<file path="config.mk">
export PLATFORM = sky130hd
export DESIGN_NAME = adc_readout_arbiter
export DESIGN_NICKNAME = d
export VERILOG_FILES = /design/src/rtl/adc_readout_arbiter_pkg.sv /design/src/rtl/adc_readout_arbiter_rr_picker.sv /design/src/rtl/adc_readout_arbiter.sv
export SDC_FILE = /design/constraint.sdc
export NUM_CORES = 1
export LEC_CHECK = 0
export CORE_ASPECT_RATIO = 0.75
export CORE_MARGIN = 4
export CORE_UTILIZATION = 42
export DETAILED_ROUTE_END_ITERATION = 6
export PLACE_DENSITY = 0.85
export SETUP_SLACK_MARGIN = 0.02
export SYNTH_ARGS = -nofsm -noshare
export SYNTH_HDL_FRONTEND = slang
export SYNTH_SLANG_ARGS = --single-unit
</file>
<file path="constraint.sdc">
create_clock -name clk -period 2.9 [get_ports clk]
set_input_delay 0.29 -clock clk [delete_from_list [all_inputs] [get_ports clk]]
set_output_delay 0.29 -clock clk [all_outputs]
set_load 0.01 [all_outputs]
</file>
<file path="src/rtl/adc_readout_arbiter_pkg.sv">
// adc_readout_arbiter_pkg: shared state encoding and fixed pipe words for the ADC readout arbiter
package adc_readout_arbiter_pkg;
    typedef enum logic [1:0] {IDLE = 2'd0, READY = 2'd1, XFER = 2'd2} state_t;
    localparam logic [3:0] HDR_TAG = 4'hA;
    localparam logic [15:0] UNDERRUN_WORD = 16'hFFFF;
endpackage

</file>
<file path="src/rtl/adc_readout_arbiter_rr_picker.sv">
// adc_readout_arbiter_rr_picker: first set request bit searching ptr+1, ptr+2, ... mod N
module adc_readout_arbiter_rr_picker
    import adc_readout_arbiter_pkg::*;
#(
    parameter int N = 4
) (
    input  logic [N-1:0] req,
    input  logic [3:0]   ptr,
    output logic         found,
    output logic [3:0]   idx
);
    always_comb begin
        found = 1'b0;
        idx = '0;
        // walk from farthest to nearest so the nearest hit is the one left standing
        for (int k = N; k >= 1; k--) begin
            if (((req >> ((int'(ptr) + k) % N)) & N'(1)) != '0) begin
                found = 1'b1;
                idx = 4'((int'(ptr) + k) % N);
            end
        end
    end
endmodule

</file>
<file path="src/rtl/adc_readout_arbiter.sv">
// adc_readout_arbiter: round-robin block readout of per-channel ADC FIFOs onto one pipe-out endpoint
module adc_readout_arbiter
    import adc_readout_arbiter_pkg::*;
#(
    parameter int NCH = 4,
    parameter int PRECISION = 10,
    parameter int CNT_W = 12,
    parameter int BLOCK_WORDS = 256
) (
    input  logic                     clk,
    input  logic                     rst_n,
    input  logic                     enable,
    input  logic [NCH*CNT_W-1:0]     ch_count,
    input  logic [NCH*PRECISION-1:0] ch_dout,
    output logic [NCH-1:0]           ch_rd_en,
    input  logic                     pipe_read,
    output logic [15:0]              pipe_data,
    output logic                     block_ready,
    output logic [3:0]               grant_ch,
    output logic                     underrun,
    output logic [7:0]               blk_seq
);
    localparam logic [CNT_W-1:0] BW = CNT_W'(BLOCK_WORDS);
    state_t state, state_n;
    logic [3:0] rr_ptr, ptr_n, grant_n, pick;
    logic [CNT_W-1:0] idx, idx_n;
    logic [7:0] seq_n;
    logic [NCH-1:0] elig;
    logic found, hdr_q;
    logic [15:0] word_q, dout_sel;

    for (genvar i = 0; i < NCH; i++) begin : g_elig
        assign elig[i] = ch_count[i*CNT_W +: CNT_W] >= BW;
    end

    adc_readout_arbiter_rr_picker #(.N(NCH)) u_picker (
        .req(elig),
        .ptr(rr_ptr),
        .found(found),
        .idx(pick)
    );

    assign dout_sel = 16'(ch_dout[grant_ch*PRECISION +: PRECISION]);
    // FIFO dout is live only the cycle after a data read; otherwise the latched word is shown
    assign pipe_data = hdr_q ? word_q : dout_sel;
    assign block_ready = state != IDLE;

    always_comb begin
        state_n = state;
        ptr_n = rr_ptr;
        grant_n = grant_ch;
        idx_n = idx;
        seq_n = blk_seq;
        ch_rd_en = (rst_n && state == XFER && pipe_read) ? NCH'(1) << grant_ch : '0;
        case (state)
            IDLE: if (enable && found) begin
                state_n = READY;
                ptr_n = pick;
                grant_n = pick;
                idx_n = '0;
            end
            READY: if (pipe_read) begin
                state_n = XFER;
                idx_n = CNT_W'(1);
            end
            XFER: if (pipe_read) begin
                idx_n = idx + 1'b1;
                state_n = idx == BW ? IDLE : XFER;
                seq_n = idx == BW ? blk_seq + 1'b1 : blk_seq;
            end
            default: state_n = IDLE;
        endcase
    end

    always_ff @(posedge clk) begin
        if (!rst_n) begin
            state <= IDLE;
            rr_ptr <= 4'(NCH - 1);
            idx <= '0;
            grant_ch <= '0;
            blk_seq <= '0;
            underrun <= 1'b0;
            hdr_q <= 1'b1;
            word_q <= '0;
        end else begin
            state <= state_n;
            rr_ptr <= ptr_n;
            idx <= idx_n;
            grant_ch <= grant_n;
            blk_seq <= seq_n;
            underrun <= underrun | (state == IDLE && pipe_read);
            if (pipe_read) begin
                hdr_q <= state != XFER;
                word_q <= state == READY ? {HDR_TAG, grant_ch, blk_seq} :
                          state == IDLE ? UNDERRUN_WORD : word_q;
            end else if (!hdr_q) begin
                hdr_q <= 1'b1;
                word_q <= dout_sel;
            end
        end
    end
endmodule

</file>
# Yosys cells after proc, flatten, opt, wreduce, memory -nomap -nowiden
# Cells that the tools add are included.
[totals]
mem_bits_ro = 0
latch_bits = 0
ramBits = 0
mem_count = 0
regBits = 46
[op_classes]
bitwise_logic = 5
n_div = 0
n_lt_le_gt_ge = 4
multipliers = 1
mux = 22
reduce_logical = 16
n_addsub = 6
n_eq_ne = 8
n_shift = 6
[op_table]
columns = ["op", "count"]
rows = [
  ["4-bit by 32-bit right shift with 1-bit output", 4],
  ["16-bit 2-to-1 mux", 4],
  ["12-bit by 9-bit greater-or-equal comparator with 1-bit output (second input constant)", 4],
  ["40-bit by 9-bit indexed part select with 10-bit output", 1],
  ["12-bit 2-to-1 mux", 3],
  ["12-bit one-hot mux with 3 select lines", 1],
  ["4-bit 2-to-1 mux", 5],
  ["12-bit by 1-bit adder with 12-bit output (second input constant)", 1],
  ["12-bit by 9-bit equality test with 1-bit output (second input constant)", 1],
  ["8-bit by 1-bit adder with 8-bit output (second input constant)", 1],
  ["2-bit 2-to-1 mux", 4],
  ["2-bit inequality test (second input constant)", 4],
  ["2-bit OR reduction", 4],
  ["4-bit by 3-bit multiplier with 7-bit output (second input constant)", 1],
  ["2-bit one-hot mux with 3 select lines", 1],
  ["3-bit AND reduction", 2],
  ["2-bit by 1-bit adder with 2-bit output (second input constant)", 2],
  ["2-bit adder (second input constant)", 2],
  ["1-bit bitwise AND (first input constant)", 4],
  ["1-bit logical AND", 4],
  ["1-bit 2-to-1 mux", 4],
  ["2-bit AND reduction", 2],
  ["4-bit AND reduction", 1],
  ["1-bit by 4-bit left shift with 4-bit output (first input constant)", 1],
  ["7 further kinds", 7],
]

# Longest topological paths before layout
# Gate-level depths: netlist (run 1).
[logic_depth]
word_depth = 11
mapped_depth = 9
mapped_depth_nobuf = 7

# By module
# From an unflattened synthesis (run 1), not the netlist that was laid out.
[hier_totals]
hier_cells = 308
area_unflattened_um2 = 2622.5
[modules_own_cells]
columns = ["module", "cells_each", "n_inst", "seq_area_each_um2", "area_each_um2"]
rows = [
  ["adc_readout_arbiter", 291, 1, 920.9, 2512.4],
  ["adc_readout_arbiter_rr_picker", 17, 1, 0.0, 110.1],
]

# Worst setup path before layout (run 1)
# No wires, ideal clock.
[synth_timing]
kind = "reg2reg"
from = "reg state[0]"
to = "reg idx[10]"
path_stages_with_launch = 10
slack_ns = 0.668
setup_ns = 0.070
arrival_ns = 2.162
cell_sequence = "dfxtp_1 -> inv_1 -> ha_1 -> o21ba_2 -> or2_0 -> buf_6 -> a21o_1 -> buf_6 -> or4_1 -> a21oi_1"
[synth_between]
elab_chain_cells = 3
[synth_lines]
columns = ["item", "line", "source"]
rows = [
  ["from (decl)", "adc_readout_arbiter.sv:24", "state_t state, state_n;"],
  ["from (signal assigned)", "adc_readout_arbiter.sv:86", "state <= state_n;"],
  ["2-bit by 1-bit equality test with 1-bit output (tied with other cells)", "adc_readout_arbiter.sv:55", "case (state)"],
  ["2-bit inequality test (no line) or 3-bit nonzero test (tied branches)", "n/a", ""],
  ["4-bit AND reduction (no line)", "n/a", ""],
  ["to (signal assigned)", "adc_readout_arbiter.sv:88", "idx <= idx_n;"],
  ["to (decl)", "adc_readout_arbiter.sv:26", "logic [CNT_W-1:0] idx, idx_n;"],
]
# Parallel ways exist; a longest one is shown, timed or not.
# A chain may end at the register's enable or synchronous reset.

# Final worst setup path (run 1)
# Ends and elaborated chain as after synthesis.

==> results of run 1 <==
==> sequential cells by signal, summed over array words and instances (netlist names) <==
signal	flops
idx	12
blk_seq	8
rr_ptr	2
state	2
word_q	16
underrun	1
hdr_q	1
grant_ch	2
==> worst min-delay path by stage <==
stage | startpoint | endpoint | slack, ps | depth (start not counted)
global placement | word_q[12] | word_q[12] | 440 | 2
floorplan | word_q[12] | word_q[12] | 430 | 2
detailed placement | word_q[12] | word_q[12] | 450 | 2
global route | word_q[12] | word_q[12] | 490 | 2
finish | word_q[12] | word_q[12] | 460 | 2
CTS | word_q[12] | word_q[12] | 460 | 2
==> metrics by stage <==
stage	util	cell area [um^2]	instances
2_1_floorplan	-	2730	321
3_3_place_gp	0.585	3680	477
3_5_place_dp	0.585	3680	477
4_1_cts	0.600	3770	485
5_1_grt	0.600	3770	485
6_report	0.600	3770	485
==> layer usage <==
layer,vias up,share of wire,global-route usage
met5,-,0,0
met4,0,0.014,0.0611
met3,12,0.082,0.0494
met2,145,0.46,0.292
met1,1234,0.45,0.239
li1,1307,-,-
==> synthesized netlist by cell type, types with 10 or more instances <==
cell type | instances | area [um^2]
o211a_1 | 10 | 100
nor3_1 | 12 | 60.1
mux4_2 | 10 | 225
nor2_1 | 14 | 52.6
inv_1 | 11 | 41.3
nor2b_1 | 11 | 68.8
dfxtp_1 | 44 | 881
and2_1 | 13 | 81.3
nand2_1 | 50 | 188
clkbuf_1 | 16 | 60.1
xnor2_1 | 12 | 105
o21ai_0 | 19 | 95.1
==> layout make-up <==
cell class / count / area (um^2) / area share
inverters: 11 / 41.3 / 0.0110
repair buffers: 98 / 963 / 0.256
flip-flops and latches: 44 / 881 / 0.234
multi-input cells: 243 / 1690 / 0.449
clock buffers: 8 / 90.1 / 0.0239
well taps: 81 / 101 / 0.0269
==> kinds of logic (layout without fill, tap and decap cells) <==
| group | count (synthesis) | after routing | share of synthesized area |
|---|---|---|---|
| AOI/OAI and AO/OA | 67 | 67 | 0.180 |
| xor gates and xnor gates | 14 | 14 | 0.0450 |
| adders and majority gates | 7 | 7 | 0.0321 |
| buffers and inverters | 34 | 117 | 0.0569 |
| DFF | 44 | 44 | 0.323 |
| muxes | 12 | 12 | 0.0900 |
| other | 1 | 2 | 0.00138 |
| and+or+nand+nor | 141 | 141 | 0.271 |
==> power groups by stage <==
stage                     Sequential, mW  Clock (mW)  Combinational, mW
after CTS                          0.749       0.408              0.938
after floorplan                    0.742           0              0.609
final                              0.749       0.406              0.940
after global placement             0.758           0              0.910
after detailed placement           0.763           0              0.933
after global routing               0.761       0.436               1.04
==> worst max-delay path: cells and delay by family (launching register included) <==
kind                       cells  cell delay (ps)
adders and majority gates      1              300
DFF                            1              420
AOI/OAI and AO/OA              3              770
buffers and inverters          1              110
and+or+nand+nor                2              920
==> flow_summary.toml, run 1 <==
[worst_setup_path]
worstPathMaxFanout = 9
crit_path_start = "state[0]"
r2r_setup_slack_ps = 310
cpMaxStageDelayCell = "or4_1"
slowest_delay_ps = 530
reg2reg_depth = 7
cp.arrival_ps = 2830
r2r_start = "state[0]"
worst-setup-path-type = "flip-flop to flip-flop"
crit_required_ps = 3130
crit_path_end_kind = "flip-flop"
regToRegEndpoint = "idx[10]"
crit_chain = "inv_1 > ha_1 > o21ba_2 > or2_0 > a21o_1 > or4_1 > a21oi_1"
start_kind = "flip-flop"
worstSetupEndpoint = "idx[10]"

[power]
switching_share = 0.356
irDropWorstVdd_mv = 0.264
p_per_area_nw_per_um2 = 556
power_mw = 2.09
p_seq_frac = 0.357
power.internal_mw = 1.35
p_switching_mw = 0.746
pwr-share-comb = 0.449
pwr-share-clk = 0.194
power.leakage_nw = 1.49

[global_routing]
antenna_found_initial = 0
grt_pass1_wl_um = 11600
grt_overflow = 0
grt_util_all_layers = 0.183
grt_max_degree = 31
grt_pass1_vias = 2560

[placed_design]
hpwl_um = 5360
portBuffers = 91
place_ws_ps = 294
place_congestion = 0.826

[cells_and_area]
final_common_cell = "clkdlybuf4s50_1"
antenna_cells = 0
final_cell_mix = "clkdlybuf4s50_1, nand2_1, dfxtp_1"
fillCellCount = 532
fin_nets = 502
drive_gt1_frac = 0.0767
syn2layout_area_growth_pct = 38.3

[synth]
synth_enable_flop_cells = 0
yosysSeqAreaShare = 0.323
synthDistinctLibCells = 51
syn_area_um2 = 2730
postSynthCellCount = 320
synthArstFlopShare = 0
ys_warn_count = 0
syn_area_per_cell_um2 = 8.52
ys_seq_elements = 44
ys.flop_type = "dfxtp_1"

[sta]
post-route-period-util = 0.895
tightest_slew_ps = 622
period_minus_slack_ps = 2590
final-setup-viol-count = 0
hold-worst-slack_ps = 463
finClkSkew_ps = 3.90
finalSetupTns_ps = 0
rsz0062_at_grt = "false"
setup_ws_ps = 305
slew_headroom = 0.584
hold_violations = 0
fmax_mhz = 385
final_max_slew_viol_count = 0

[route]
via_count = 2698
viasPerCell = 5.56
drtPass1Iterations = 4
drt_wl_total_um = 7110
drt_iter0_drc = 225
drcViolationCount = 0
wl_per_cell_um = 14.7
route.antenna.remaining_nets = 0

[cts]
clkTransAtPathRegs_ps = 80
cts_made_buffers = 5
tritoncts = "yes"
cts_buffer_depth = 2
clkLatencyLatePin_ps = 300
ctsResizeCount = 0
h-tree-depth = 2
post_cts_buffers = 0
cts_root_buffer = "clkbuf_8"
cts.sinks = 44
postCtsHoldBufs = 0

[status]
outcome = "finished clean"

[die]
initial_utilization = 0.433
fp.coreArea_um2 = 6290
num_rows = 25
die_x_um = 101
fp.dieH_um = 77.8
die_area_um2 = 7850
ios = 126

[flow_run]
cap_violations = 0

[min_path]
hold_path.class = "flip-flop to flip-flop"
(Power assumes the default switching activity.)
==> inputs of run 2 (changes only) <==
--- a/config.mk
+++ b/config.mk
@@ -5,7 +5,8 @@
 export SDC_FILE = /design/constraint.sdc
 export NUM_CORES = 1
 export LEC_CHECK = 0
-export CORE_ASPECT_RATIO = 0.75
+export ABC_CLOCK_PERIOD_IN_PS = 2900
+export CORE_ASPECT_RATIO = 2
 export CORE_MARGIN = 4
 export CORE_UTILIZATION = 42
 export DETAILED_ROUTE_END_ITERATION = 6
==> run 2 against run 1 <==
Against the previous run:
- routed wire length rose by 9.0%
- clock power rose by 68%
- largest power group unchanged
- critical endpoint is now idx[6]
- maximum frequency rose by 1.0%
- total power rose by 14%
- highest routed layer unchanged
- clock skew barely moved
- setup slack improved by 26 ps
- first-iteration DRC count fell by 56%
- non-clock buffer count rose by 1
==> flow_summary.toml, run 2 (same netlist as run 1, synthesis figures left out) <==
[status]
outcome = "finished clean"

[cts]
post_cts_buffers = 0
cts_buffer_depth = 2
tritoncts = "yes"
cts_root_buffer = "clkbuf_16"
cts_made_buffers = 5
cts.sinks = 44
ctsResizeCount = 0
clkTransAtPathRegs_ps = 60
postCtsHoldBufs = 0
clkLatencyLatePin_ps = 280
h-tree-depth = 2

[sta]
hold-worst-slack_ps = 460
slew_headroom = 0.500
rsz0062_at_grt = "false"
hold_violations = 0
finalSetupTns_ps = 0
final-setup-viol-count = 0
period_minus_slack_ps = 2570
post-route-period-util = 0.886
setup_ws_ps = 331
final_max_slew_viol_count = 0
fmax_mhz = 389
finClkSkew_ps = 3.86
tightest_slew_ps = 750

[die]
num_rows = 41
ios = 126
die_x_um = 65.0
fp.coreArea_um2 = 6310
initial_utilization = 0.432
die_area_um2 = 7920
fp.dieH_um = 122

[placed_design]
place_area_um2 = 3690
hpwl_um = 5840
portBuffers = 91
dp.cells = 483
place_ws_ps = 285
place_congestion = 0.854

[cells_and_area]
drive_gt1_frac = 0.0840
final_common_cell = "clkdlybuf4s50_1"
top_register = "word_q"
largest_reg_flops = 16
final_cells = 491
syn2layout_area_growth_pct = 42.2
fin_area_um2 = 3880
final_cell_mix = "clkdlybuf4s50_1, nand2_1, dfxtp_1"
top_regs = "word_q: 16 flops, idx: 12 flops, blk_seq: 8 flops"
antenna_cells = 0
fin_nets = 503
postLayoutCoreUtil = 0.614

[route]
drcViolationCount = 0
route.antenna.remaining_nets = 0
via_count = 2716
drt_iter0_drc = 99
wl_per_cell_um = 15.8
viasPerCell = 5.53
drtPass1Iterations = 4
drt_wl_total_um = 7760

[global_routing]
grt_pass1_wl_um = 12500
grt_max_degree = 31
grt_pass1_vias = 2797
grt_util_all_layers = 0.199
grt_overflow = 0
antenna_found_initial = 0

[power]
power_mw = 2.39
power.leakage_nw = 1.54
p_per_area_nw_per_um2 = 617
irDropWorstVdd_mv = 0.488

[worst_setup_path]
crit_path_end_kind = "flip-flop"
worst-setup-path-type = "flip-flop to flip-flop"
r2r_start = "state[0]"
cp.arrival_ps = 2780
crit_path_start = "state[0]"
crit_required_ps = 3110
worstPathMaxFanout = 9
start_kind = "flip-flop"

[min_path]
hp-start = "word_q[12]"
hold_path.class = "flip-flop to flip-flop"

[flow_run]
cap_violations = 0
[run 2: cell types whose count changed in the layout (fill, tap and decap cells not counted)]
cell	before	now
buf_4	7	8
bufinv_16	0	1
clkbuf_8	6	2
clkbuf_16	0	5
clkbuf_1	2	0
[run 2: per-layer routing]
| metal | GRT usage | up-vias | wire length [um] |
|---|---|---|---|
| met2 | 0.394 | 100 | 4550 |
| met3 | 0.0369 | 16 | 405 |
| li1 | - | 1308 | - |
| met4 | 0.0861 | 0 | 173 |
| met1 | 0.191 | 1292 | 2630 |
| met5 | 0 | - | 0 |
[run 2: layout make-up]
cell class,instances,area (um^2)
Fill cell,514,2430
Multi-Input combinational cell,243,1690
Timing Repair Buffer,99,971
Sequential cell,44,881
Clock buffer,7,153
Tap cell,86,108
Inverter,11,41.3
Clock inverter,1,30.0
[run 2: worst max-delay path, stage by stage (launching register included)]
cell	delay, ps
dfxtp_1	420
inv_1	110
ha_1	310
o21ba_2	270
or2_0	380
a21o_1	340
or4_1	500
a21boi_1	170
[run 2: worst paths after layout]
check                           slack (ps)  cells after the start         end
worst max-delay path                   330                      7      idx[6]
worst min-delay path                   460                      2  word_q[12]
worst max register to register         330                      7      idx[6]
worst min register to register         460                      2  word_q[12]
[run 2: power by group]
| part | leakage (nW) | switching (mW) | internal [mW] | total, mW |
|---|---|---|---|---|
| combinational | 1.09 | 0.484 | 0.471 | 0.956 |
| sequential | 0.360 | 0.0674 | 0.686 | 0.753 |
| clock | 0.0901 | 0.229 | 0.453 | 0.682 |
